==> config.mk <==
export PLATFORM = sky130hd
export DESIGN_NAME = param_acc_cpu_flat
export DESIGN_NICKNAME = d
export VERILOG_FILES = /design/src/rtl/cpu_pkg.sv /design/src/rtl/param_acc_cpu_if.sv /design/src/rtl/param_sp_ram.sv /design/src/rtl/param_acc_cpu.sv /design/src/flat_wrapper.sv
export SDC_FILE = /design/constraint.sdc
export NUM_CORES = 1
export LEC_CHECK = 0
export CAP_MARGIN = 20
export CORE_MARGIN = 2
export CORE_UTILIZATION = 60
export CTS_BUF_LIST = sky130_fd_sc_hd__clkbuf_16
export CTS_CLUSTER_DIAMETER = 200
export DETAILED_ROUTE_END_ITERATION = 6
export PLACE_DENSITY = 0.87
export REMOVE_ABC_BUFFERS = 1
export SLEW_MARGIN = 25
export SYNTH_ARGS = -nofsm -noshare
export SYNTH_HDL_FRONTEND = slang
export SYNTH_SLANG_ARGS = --single-unit
==> constraint.sdc <==
create_clock -name clk -period 8.9 [get_ports clk]
set_input_delay 0.89 -clock clk [delete_from_list [all_inputs] [get_ports clk]]
set_output_delay 0.89 -clock clk [all_outputs]
set_load 0.01 [all_outputs]
==> src/rtl/cpu_pkg.sv <==
// Shared types for the parametrised accumulator CPU: opcodes, FSM states and
// the register write-data select used by the top level.
package cpu_pkg;

   typedef enum logic [3:0] {
      OP_ADD   = 4'h0,
      OP_SUB   = 4'h1,
      OP_INC   = 4'h2,
      OP_DEC   = 4'h3,
      OP_ADC   = 4'h4,
      OP_NEG   = 4'h5,
      OP_LDA   = 4'h6,
      OP_LDB   = 4'h7,
      OP_STI   = 4'h8,
      OP_STC   = 4'h9,
      OP_LDC   = 4'hA,
      OP_OUTC  = 4'hB,
      OP_OUTM  = 4'hC,
      OP_MOVAC = 4'hD,
      OP_MOVBC = 4'hE,
      OP_HALT  = 4'hF
   } opcode_t;

   typedef enum logic [2:0] {
      ST_FETCH,
      ST_EXEC,
      ST_OPND,
      ST_MEM_RD,
      ST_OUT_WAIT,
      ST_HALT
   } state_t;

   typedef enum logic [1:0] {
      SEL_IN,
      SEL_C,
      SEL_ALU,
      SEL_MEM
   } wsel_t;

endpackage

==> src/rtl/param_acc_cpu_if.sv <==
// Input instruction/operand stream and output result stream, both valid/ready.
interface param_acc_cpu_if #(parameter int DATA_W = 8);

   logic [DATA_W-1:0] in_data;
   logic              in_valid;
   logic              in_ready;
   logic [DATA_W-1:0] out_data;
   logic              out_valid;
   logic              out_ready;

   modport master (
      output in_data, in_valid, out_ready,
      input  in_ready, out_data, out_valid
   );

   modport slave (
      input  in_data, in_valid, out_ready,
      output in_ready, out_data, out_valid
   );

endinterface

==> src/rtl/param_sp_ram.sv <==
// Single-port RAM, synchronous write and read; a read during a write returns
// the old contents.
module param_sp_ram #(
   parameter int DATA_W = 8,
   parameter int ADDR_W = 4
) (
   input  logic              clk,
   input  logic              we,
   input  logic [ADDR_W-1:0] addr,
   input  logic [DATA_W-1:0] wdata,
   output logic [DATA_W-1:0] rdata
);

   logic [DATA_W-1:0] mem [2**ADDR_W];

   always_ff @(posedge clk) begin
      if (we) begin
         mem[addr] <= wdata;
      end
      rdata <= mem[addr];
   end

endmodule

==> src/rtl/param_acc_cpu.sv <==
// Parametrised three-register accumulator CPU with streamed instructions and
// results. Define CPU_FLAGS_EN to add carry/zero status registers and ports.
module param_acc_cpu
   import cpu_pkg::*;
#(
   parameter int DATA_W = 8,
   parameter int ADDR_W = 4,
   parameter int OP_LSB = DATA_W - 4
) (
   input  logic           clk,
   input  logic           reset,
   param_acc_cpu_if.slave bus,
   output logic           halted
`ifdef CPU_FLAGS_EN
   ,
   output logic           flag_c,
   output logic           flag_z
`endif
);

`ifdef CPU_FLAGS_EN
   localparam int ALU_W = DATA_W + 1;
`else
   localparam int ALU_W = DATA_W;
`endif

   state_t            state_q;
   logic [DATA_W-1:0] instr_q, regA_q, regB_q, regC_q, outData_q;
   logic              outValid_q, halted_q;
`ifdef CPU_FLAGS_EN
   logic              flagC_q, flagZ_q;
`endif

   opcode_t           op;
   logic [ADDR_W-1:0] addr;
   logic              inReady, inFire, ramWe;
   logic [DATA_W-1:0] ramRdata, wdata_d;
   wsel_t             wsel;
   logic [ALU_W-1:0]  aExt, bExt, alu_d;

   assign op      = opcode_t'(instr_q[OP_LSB+3:OP_LSB]);
   assign addr    = instr_q[ADDR_W-1:0];
   assign inReady = ~reset && (state_q == ST_FETCH || state_q == ST_OPND);
   assign inFire  = inReady && bus.in_valid;
   assign ramWe   = (state_q == ST_OPND && op == OP_STI && inFire) ||
                    (state_q == ST_EXEC && op == OP_STC);

   assign bus.in_ready  = inReady;
   assign bus.out_data  = outData_q;
   assign bus.out_valid = outValid_q;
   assign halted        = halted_q;
`ifdef CPU_FLAGS_EN
   assign flag_c = flagC_q;
   assign flag_z = flagZ_q;
`endif

   // The extra top bit (when present) carries out of adds and borrows out of
   // subtracts, since both operands are zero-extended.
   assign aExt = ALU_W'(regA_q);
   assign bExt = ALU_W'(regB_q);

   always_comb begin
      alu_d = '0;
      case (op)
         OP_ADD:  alu_d = aExt + bExt;
         OP_SUB:  alu_d = aExt - bExt;
         OP_INC:  alu_d = aExt + ALU_W'(1);
         OP_DEC:  alu_d = aExt - ALU_W'(1);
         OP_ADC:  alu_d = aExt + bExt + ALU_W'(1);
         OP_NEG:  alu_d = '0 - aExt;
         default: alu_d = '0;
      endcase
   end

   // One shared data path feeds A/B/C, out_data and the RAM write port.
   always_comb begin
      wsel = SEL_ALU;
      if (state_q == ST_OPND) begin
         wsel = SEL_IN;
      end else if (state_q == ST_MEM_RD) begin
         wsel = SEL_MEM;
      end else if (op inside {OP_STC, OP_OUTC, OP_MOVAC, OP_MOVBC}) begin
         wsel = SEL_C;
      end
      wdata_d = '0;
      case (wsel)
         SEL_IN:  wdata_d = bus.in_data;
         SEL_C:   wdata_d = regC_q;
         SEL_ALU: wdata_d = alu_d[DATA_W-1:0];
         SEL_MEM: wdata_d = ramRdata;
      endcase
   end

   param_sp_ram #(
      .DATA_W(DATA_W),
      .ADDR_W(ADDR_W)
   ) u_ram (
      .clk  (clk),
      .we   (ramWe),
      .addr (addr),
      .wdata(wdata_d),
      .rdata(ramRdata)
   );

   always_ff @(posedge clk or posedge reset) begin
      if (reset) begin
         state_q    <= ST_FETCH;
         instr_q    <= '0;
         regA_q     <= '0;
         regB_q     <= '0;
         regC_q     <= '0;
         outData_q  <= '0;
         outValid_q <= 1'b0;
         halted_q   <= 1'b0;
`ifdef CPU_FLAGS_EN
         flagC_q    <= 1'b0;
         flagZ_q    <= 1'b0;
`endif
      end else begin
         case (state_q)
            ST_FETCH: begin
               if (inFire) begin
                  instr_q <= bus.in_data;
                  state_q <= ST_EXEC;
               end
            end
            ST_EXEC: begin
               case (op)
                  OP_ADD, OP_SUB, OP_INC, OP_DEC, OP_ADC, OP_NEG: begin
                     regC_q  <= wdata_d;
`ifdef CPU_FLAGS_EN
                     flagC_q <= alu_d[DATA_W];
                     flagZ_q <= (alu_d[DATA_W-1:0] == '0);
`endif
                     state_q <= ST_FETCH;
                  end
                  OP_LDA, OP_LDB, OP_STI: state_q <= ST_OPND;
                  OP_STC:                 state_q <= ST_FETCH;
                  OP_LDC, OP_OUTM:        state_q <= ST_MEM_RD;
                  OP_OUTC: begin
                     outData_q  <= wdata_d;
                     outValid_q <= 1'b1;
                     state_q    <= ST_OUT_WAIT;
                  end
                  OP_MOVAC: begin
                     regA_q  <= wdata_d;
                     state_q <= ST_FETCH;
                  end
                  OP_MOVBC: begin
                     regB_q  <= wdata_d;
                     state_q <= ST_FETCH;
                  end
                  OP_HALT: begin
                     halted_q <= 1'b1;
                     state_q  <= ST_HALT;
                  end
               endcase
            end
            ST_OPND: begin
               if (inFire) begin
                  if (op == OP_LDA) regA_q <= wdata_d;
                  if (op == OP_LDB) regB_q <= wdata_d;
                  state_q <= ST_FETCH;
               end
            end
            ST_MEM_RD: begin
               if (op == OP_OUTM) begin
                  outData_q  <= wdata_d;
                  outValid_q <= 1'b1;
                  state_q    <= ST_OUT_WAIT;
               end else begin
                  regC_q  <= wdata_d;
                  state_q <= ST_FETCH;
               end
            end
            ST_OUT_WAIT: begin
               if (bus.out_ready) begin
                  outValid_q <= 1'b0;
                  state_q    <= ST_FETCH;
               end
            end
            ST_HALT: state_q <= ST_HALT;
            default: state_q <= ST_FETCH;
         endcase
      end
   end

endmodule

==> src/flat_wrapper.sv <==
// flat-port wrapper written by rule: the top's interface ports become plain ports
module param_acc_cpu_flat import cpu_pkg::*;
#(
   parameter int DATA_W = 8,
   parameter int ADDR_W = 4,
   parameter int OP_LSB = DATA_W - 4
)
  (clk, reset, halted, bus_in_data, bus_in_valid, bus_out_ready, bus_in_ready, bus_out_data, bus_out_valid);
  param_acc_cpu_if #(.DATA_W(DATA_W)) bus_i ();
  input  logic clk;
  input  logic reset;
  output logic halted;
  input wire logic [$bits(bus_i.in_data)-1:0] bus_in_data;
  input wire logic [$bits(bus_i.in_valid)-1:0] bus_in_valid;
  input wire logic [$bits(bus_i.out_ready)-1:0] bus_out_ready;
  output wire logic [$bits(bus_i.in_ready)-1:0] bus_in_ready;
  output wire logic [$bits(bus_i.out_data)-1:0] bus_out_data;
  output wire logic [$bits(bus_i.out_valid)-1:0] bus_out_valid;
  assign bus_i.in_data = bus_in_data;
  assign bus_i.in_valid = bus_in_valid;
  assign bus_i.out_ready = bus_out_ready;
  assign bus_in_ready = bus_i.in_ready;
  assign bus_out_data = bus_i.out_data;
  assign bus_out_valid = bus_i.out_valid;
  param_acc_cpu #(.DATA_W(DATA_W), .ADDR_W(ADDR_W), .OP_LSB(OP_LSB)) u_core (.clk(clk), .reset(reset), .bus(bus_i), .halted(halted));
endmodule
==> results.py, run 1 <==
metrics = {
    "synth": {
        "yosys_warnings": 0,
        "synth_area_leader_cell": "edfxtp_1",
        "syn_avg_cell_area_sq_um": 13.54,
        "ys_types": 70,
        "synth-main-ff-cell": "edfxtp_1",
        "ys_ff_latch": 181,
        "ys_async_sr_fraction": 0.2486,
        "synth_top_cell_area_share": 0.4462,
        "ys_top_cells_by_count": "edfxtp_1, nand2_1, dfrtp_1, nor2_1, mux4_2",
        "yosysSeqAreaShare": 0.5955,
        "syn_inst": 636,
        "synth_area_sq_um": 8615,
        "synth_edf_count": 128,
        "synth.area.top_cells": "edfxtp_1, dfrtp_1, mux4_2",
        "synth_most_common_cell": "edfxtp_1",
    },
    "cts": {
        "cts-buffers-inserted": 17,
        "htreeDepth": 4,
        "cts_buffer_depth": 2,
        "cts_setup_buffers": 0,
        "cts_root_buf": "clkbuf_16",
        "ctsHoldBuffers": 0,
        "cts.reportedPaths.clkPinSlew_ps": 80,
        "worstSkewPairLatency_ps": 440,
        "cts_resized": 0,
        "cts_tree": "yes",
        "clkSinkCount": 181,
    },
    "timing": {
        "setup_viol": 0,
        "slew_viol_final": 0,
        "max_freq_mhz": 223.6,
        "tns_ps": 0,
        "skew_ps": 10.85,
        "timing.final.ws_setup_ps": 4428,
        "hold_viol": 0,
        "worst_pin_slew_ps": 1167,
        "fin_crit_ps": 4472,
        "min_period_over_period": 0.5025,
        "whs_ps": 478.3,
        "slew_headroom": 0.2191,
        "grt_setup_unrepaired": "no",
    },
    "final_layout": {
        "num_antenna_cells": 0,
        "stdcell_count": 841,
        "nFillCells": 870,
        "layout-drive-gt1-share": 0.1740,
        "stdcell_area_sq_um": 9603,
        "final_net_count": 678,
        "synthToLayoutAreaGrowth_pct": 11.47,
    },
    "worst_setup_path": {
        "required_ps": 8970,
        "start_kind": "flip-flop",
        "crit-reg2reg-launch": "u_core.instr_q[4]",
        "end_kind": "flip-flop",
        "crit_type": "flip-flop to flip-flop",
        "r2r_end": "u_core.u_ram.mem[14][6]",
        "critical_path_arrival_ps": 4540,
        "regToRegSetupSlack_ps": 4430,
        "crit_path_max_fanout": 23,
        "worst-r2r-cell-count": 12,
    },
    "floorplan": {
        "die_y_um": 123.8,
        "ioPinCount": 23,
        "rows": 43,
        "coreArea_sq_um": 13930,
        "initial_core_util": 0.6182,
        "dieArea_sq_um": 15330,
        "dieWidth_um": 123.8,
    },
    "place": {
        "dp_slack_ps": 4199,
        "io_buffers": 22,
        "dp.cells": 808,
        "place_hpwl_um": 14360,
        "gp_congestion": 0.9943,
        "placed_cell_area_sq_um": 8939,
    },
    "route": {
        "dr.pass1.iters": 6,
        "finalWirelength_um": 21360,
        "routedWlPerCell_um": 25.40,
        "drtIter0Drc": 789,
        "detail-route-antenna-nets": 0,
        "post_drt_via_cell_ratio": 6.810,
        "drc": 0,
        "vias": 5727,
    },
    "status": {
        "status": "finished clean",
    },
    "min_path": {
        "min_path_cells": 1,
        "hold_start": "u_core.halted",
        "worstHoldPathType": "flip-flop to flip-flop",
        "hold-path-endpoint": "u_core.halted",
    },
    "pwr": {
        "vdd_drop_max_v": 0.0002053,
        "p_clk_frac": 0.220,
        "switching_share": 0.3961,
        "seq_power_share": 0.387,
        "combPwrFrac": 0.393,
        "p_per_area_nw_per_um2": 366.9,
        "switching_power_w": 0.001395,
        "p_int_w": 0.002128,
        "p_leak_nw": 3.478,
    },
    "run": {
        "max-cap-violations": 0,
    },
    "global_route": {
        "grt_pass1_vias": 5674,
        "grt_use_total": 0.3025,
        "grt_pass1_wl_um": 33090,
        "antenna_found_initial": 0,
        "overflow": 0,
        "grt_max_degree": 48,
    },
}
[layer usage]
layer / up-vias / part of all wire / GRT usage
li1: 2467 / - / -
met1: 2818 / 0.37 / 0.3867
met2: 356 / 0.49 / 0.4811
met3: 86 / 0.082 / 0.07418
met4: 0 / 0.054 / 0.1634
met5: - / 0 / 0
[power groups by stage]
stage / registers [W] / clock network [W] / logic (W)
2_1_floorplan: 0.00137 / 0 / 0.000860
6_report: 0.00136 / 0.000774 / 0.00139
3_5_place_dp: 0.00137 / 0 / 0.00134
3_3_place_gp: 0.00136 / 0 / 0.00127
5_1_grt: 0.00138 / 0.000812 / 0.00149
4_1_cts: 0.00136 / 0.000777 / 0.00135
[critical path, cell delays in order, from the launching register on]
cell and delay (ps):
dfrtp_1 820, nand4bb_1 520, nand2b_1 200, ha_1 190, inv_1 60, fa_1 430, a21oi_1 200, o21ai_0 170
mux2i_1 210, a222oi_1 120, o21ai_0 140, nor3_2 130, nor2_1 910
[stage by stage]
| step | utilization | power [W] |
|---|---|---|
| after floorplan | - | 0.002234 |
| after global placement | 0.6415 | 0.002624 |
| after detailed placement | 0.6415 | 0.002713 |
| after CTS | 0.6866 | 0.003486 |
| after global routing | 0.6891 | 0.003685 |
| final | 0.6891 | 0.003523 |
[cells by family after synthesis]
family / share of synthesized area
xor gates and xnor gates: 0.01830
buffers and inverters: 0.02556
AOI/OAI and AO/OA: 0.09078
and+or+nand+nor: 0.1159
adders and majority gates: 0.02789
DFF: 0.5955
muxes: 0.1261
[worst max path at each step]
stage | start | endpoint | slack [ps] | depth (start not counted)
after global placement | reset | u_core.u_ram.mem[0][3] | 4530 | 8
after CTS | u_core.instr_q[4] | u_core.u_ram.mem[7][1] | 4560 | 9
after detailed placement | reset | u_core.u_ram.mem[0][7] | 4200 | 8
final | u_core.instr_q[4] | u_core.u_ram.mem[14][6] | 4430 | 12
after floorplan | reset | u_core.u_ram.mem[3][0] | 5040 | 7
after global routing | u_core.instr_q[4] | u_core.u_ram.mem[7][1] | 4130 | 9
[flip-flops by register name, summed over array words and instances (netlist names)]
name,flops
u_core.u_ram.mem,128
u_core.aExt,8
u_core.bExt,8
u_core.bus.out_data,8
u_core.instr_q,8
u_core.regC_q,8
u_core.u_ram.rdata,8
u_core.state_q,3
u_core.bus.out_valid,1
u_core.halted,1
[cells in the final DEF, fill, tap and decap left out, types with 8 or more instances in the layout]
master	count
o21ai_0	35
nand3_1	8
clkbuf_16	17
dfxtp_1	8
o21ai_1	8
xnor2_1	14
inv_1	14
nor2_1	44
nand2_1	62
nor3_1	13
clkdlybuf4s50_1	22
nand2b_1	11
nor2b_1	8
mux2_2	12
a21oi_1	21
mux4_2	40
dfrtp_1	44
edfxtp_1	128
ha_1	16
[cell type report]
type                    count  area (sq um)  area share
repair buffers             28         265.3     0.02762
clock inverters            15         203.9     0.02124
clock buffers              17         425.4     0.04430
inverters                  16         61.31    0.006384
flip-flops and latches    181          5131      0.5343
well taps                 180         225.2     0.02345
multi-input cells         404          3291      0.3427
No activity file was read; power rests on OpenSTA's default activity.
==> run 2, diff against run 1 <==
==> constraint.sdc (replaced) <==
create_clock -name clk -period 4.5 [get_ports clk]
set_input_delay 0.45 -clock clk [delete_from_list [all_inputs] [get_ports clk]]
set_output_delay 0.45 -clock clk [all_outputs]
set_load 0.01 [all_outputs]
==> run 2 against run 1 <==
Sequential cell count unchanged. Clock power up 83%. Global-route usage down 0.55 points. Utilization up 0.24 points. Combinational power up 98%. First-iteration DRC count down 20%. Clock-buffer cell count unchanged. Final cell count up 1.9%. Register-to-register slack worse by 3800 ps. Hold slack better by 15 ps. Routed wire length down 2.3%. Sequential power up 93%. Largest cell class unchanged.
==> results.py, run 2 (synthesis gave the netlist of run 1 again) <==
metrics = {
    "cts": {
        "cts_tree": "yes",
        "cts.reportedPaths.clkPinSlew_ps": 70,
        "cts_root_buf": "clkbuf_16",
        "ctsHoldBuffers": 0,
        "clkSinkCount": 181,
        "cts-buffers-inserted": 17,
        "worstSkewPairLatency_ps": 430,
        "cts_resized": 0,
        "cts_buffer_depth": 2,
        "cts_setup_buffers": 0,
        "htreeDepth": 4,
    },
    "final_layout": {
        "final_net_count": 694,
        "most-common-layout-cells": "edfxtp_1, nand2_1, nor2_1, dfrtp_1, mux4_2",
        "regMostFlops": "u_core.u_ram.mem",
        "layout-drive-gt1-share": 0.1846,
        "layout_commonest_cell": "edfxtp_1",
        "num_antenna_cells": 0,
        "synthToLayoutAreaGrowth_pct": 11.87,
        "largest_reg_flops": 128,
    },
    "floorplan": {
        "dieWidth_um": 123.8,
        "dieArea_sq_um": 15330,
        "die_y_um": 123.8,
        "ioPinCount": 23,
        "initial_core_util": 0.6182,
        "coreArea_sq_um": 13930,
        "rows": 43,
    },
    "place": {
        "gp_congestion": 0.9921,
        "place_hpwl_um": 13950,
        "dp_slack_ps": 722.7,
        "io_buffers": 22,
    },
    "route": {
        "wl_met2_um": 10580,
        "drc": 0,
        "post_drt_via_cell_ratio": 6.660,
        "highest-signal-layer": "met4",
        "vias": 5708,
        "finalWirelength_um": 20870,
        "met3_length_um": 1600,
        "met1_length_um": 7863,
        "detail-route-antenna-nets": 0,
        "drtIter0Drc": 629,
        "routedWlPerCell_um": 24.36,
        "dr.pass1.iters": 7,
    },
    "timing": {
        "slew_headroom": 0.2814,
        "skew_ps": 12.50,
        "min_period_over_period": 0.8616,
        "grt_setup_unrepaired": "no",
        "timing.final.ws_setup_ps": 622.7,
        "setup_viol": 0,
        "whs_ps": 492.9,
        "hold_viol": 0,
        "tns_ps": 0,
        "worst_pin_slew_ps": 1074,
        "slew_viol_final": 0,
        "fin_crit_ps": 3877,
        "max_freq_mhz": 257.9,
    },
    "pwr": {
        "p_per_area_nw_per_um2": 704.2,
        "finalPower_w": 0.006786,
        "p_leak_nw": 3.522,
        "vdd_drop_max_v": 0.0003730,
    },
    "worst_setup_path": {
        "end_kind": "flip-flop",
        "regToRegSetupSlack_ps": 620,
        "crit_type": "flip-flop to flip-flop",
        "required_ps": 4600,
        "crit_path_max_fanout": 19,
        "crit-reg2reg-launch": "u_core.instr_q[7]",
        "critical_path_arrival_ps": 3980,
        "r2r_end": "u_core.u_ram.mem[15][6]",
        "start_kind": "flip-flop",
        "worst-r2r-cell-count": 13,
    },
    "run": {
        "max-cap-violations": 0,
    },
    "global_route": {
        "grt_use_total": 0.2970,
        "grt_pass1_wl_um": 32310,
        "grt_max_degree": 47,
        "antenna_found_initial": 0,
        "grt_pass1_vias": 5705,
        "overflow": 0,
    },
    "min_path": {
        "hold-path-endpoint": "u_core.regC_q[3]",
        "worstHoldPathType": "flip-flop to flip-flop",
        "min_path_cells": 2,
        "hold_start": "u_core.regC_q[3]",
    },
    "status": {
        "status": "finished clean",
    },
}
-- run 2: cell count changes in the layout (fill, tap and decap cells not counted), sizes merged --
cell / before / now
inv: 22 / 23
clkinv: 8 / 6
buf: 5 / 21
bufinv: 1 / 0
clkinvlp: 0 / 2
-- run 2: how the worst max path moves through the flow --
| stage | start | to | depth (start not counted) |
|---|---|---|---|
| 2_1_floorplan | u_core.instr_q[4] | u_core.u_ram.mem[0][6] | 12 |
| 3_3_place_gp | u_core.instr_q[7] | u_core.u_ram.mem[11][6] | 13 |
| 3_5_place_dp | u_core.instr_q[7] | u_core.u_ram.mem[14][6] | 13 |
| 4_1_cts | u_core.instr_q[7] | u_core.u_ram.mem[9][6] | 13 |
| 5_1_grt | u_core.instr_q[7] | u_core.u_ram.mem[14][6] | 13 |
| 6_report | u_core.instr_q[7] | u_core.u_ram.mem[15][6] | 13 |
-- run 2: layer usage --
metal / vias up / global-route usage
met4: 0 / 0.1236
li1: 2495 / -
met2: 315 / 0.4952
met5: - / 0
met3: 63 / 0.06502
met1: 2835 / 0.3799
-- run 2: area by class of cell --
cell class                      instances  area [sq um]
Inverter                               16         60.06
Clock buffer                           17         425.4
Tap cell                              180         225.2
Fill cell                             876          4298
Multi-Input combinational cell        404          3267
Clock inverter                         15         142.6
Timing Repair Buffer                   44         385.4
Sequential cell                       181          5131
-- run 2: through the flow --
step | utilization | instance area (sq um) | std cells
2_1_floorplan | - | 8454 | 601
3_3_place_gp | 0.6501 | 9059 | 824
3_5_place_dp | 0.6501 | 9059 | 824
4_1_cts | 0.6909 | 9627 | 856
5_1_grt | 0.6916 | 9637 | 857
6_report | 0.6916 | 9637 | 857
-- run 2: critical path, stage by stage, from the launching register on --
cell	delay, ps
dfrtp_1	360
buf_4	190
nand4bb_1	430
nand2b_1	190
ha_1	180
inv_1	60
fa_1	440
a21oi_1	210
o21ai_0	170
mux2i_1	150
a222oi_1	300
o21ai_0	170
nor3_2	390
nor2_1	310
-- run 2: report_power, final --
| part | switching, W | total (W) | internal, W |
|---|---|---|---|
| Combinational | 0.00162 | 0.00275 | 0.00113 |
| Sequential | 0.000298 | 0.00262 | 0.00232 |
| Clock | 0.000684 | 0.00142 | 0.000732 |
| Total | 0.00260 | 0.00679 | 0.00418 |
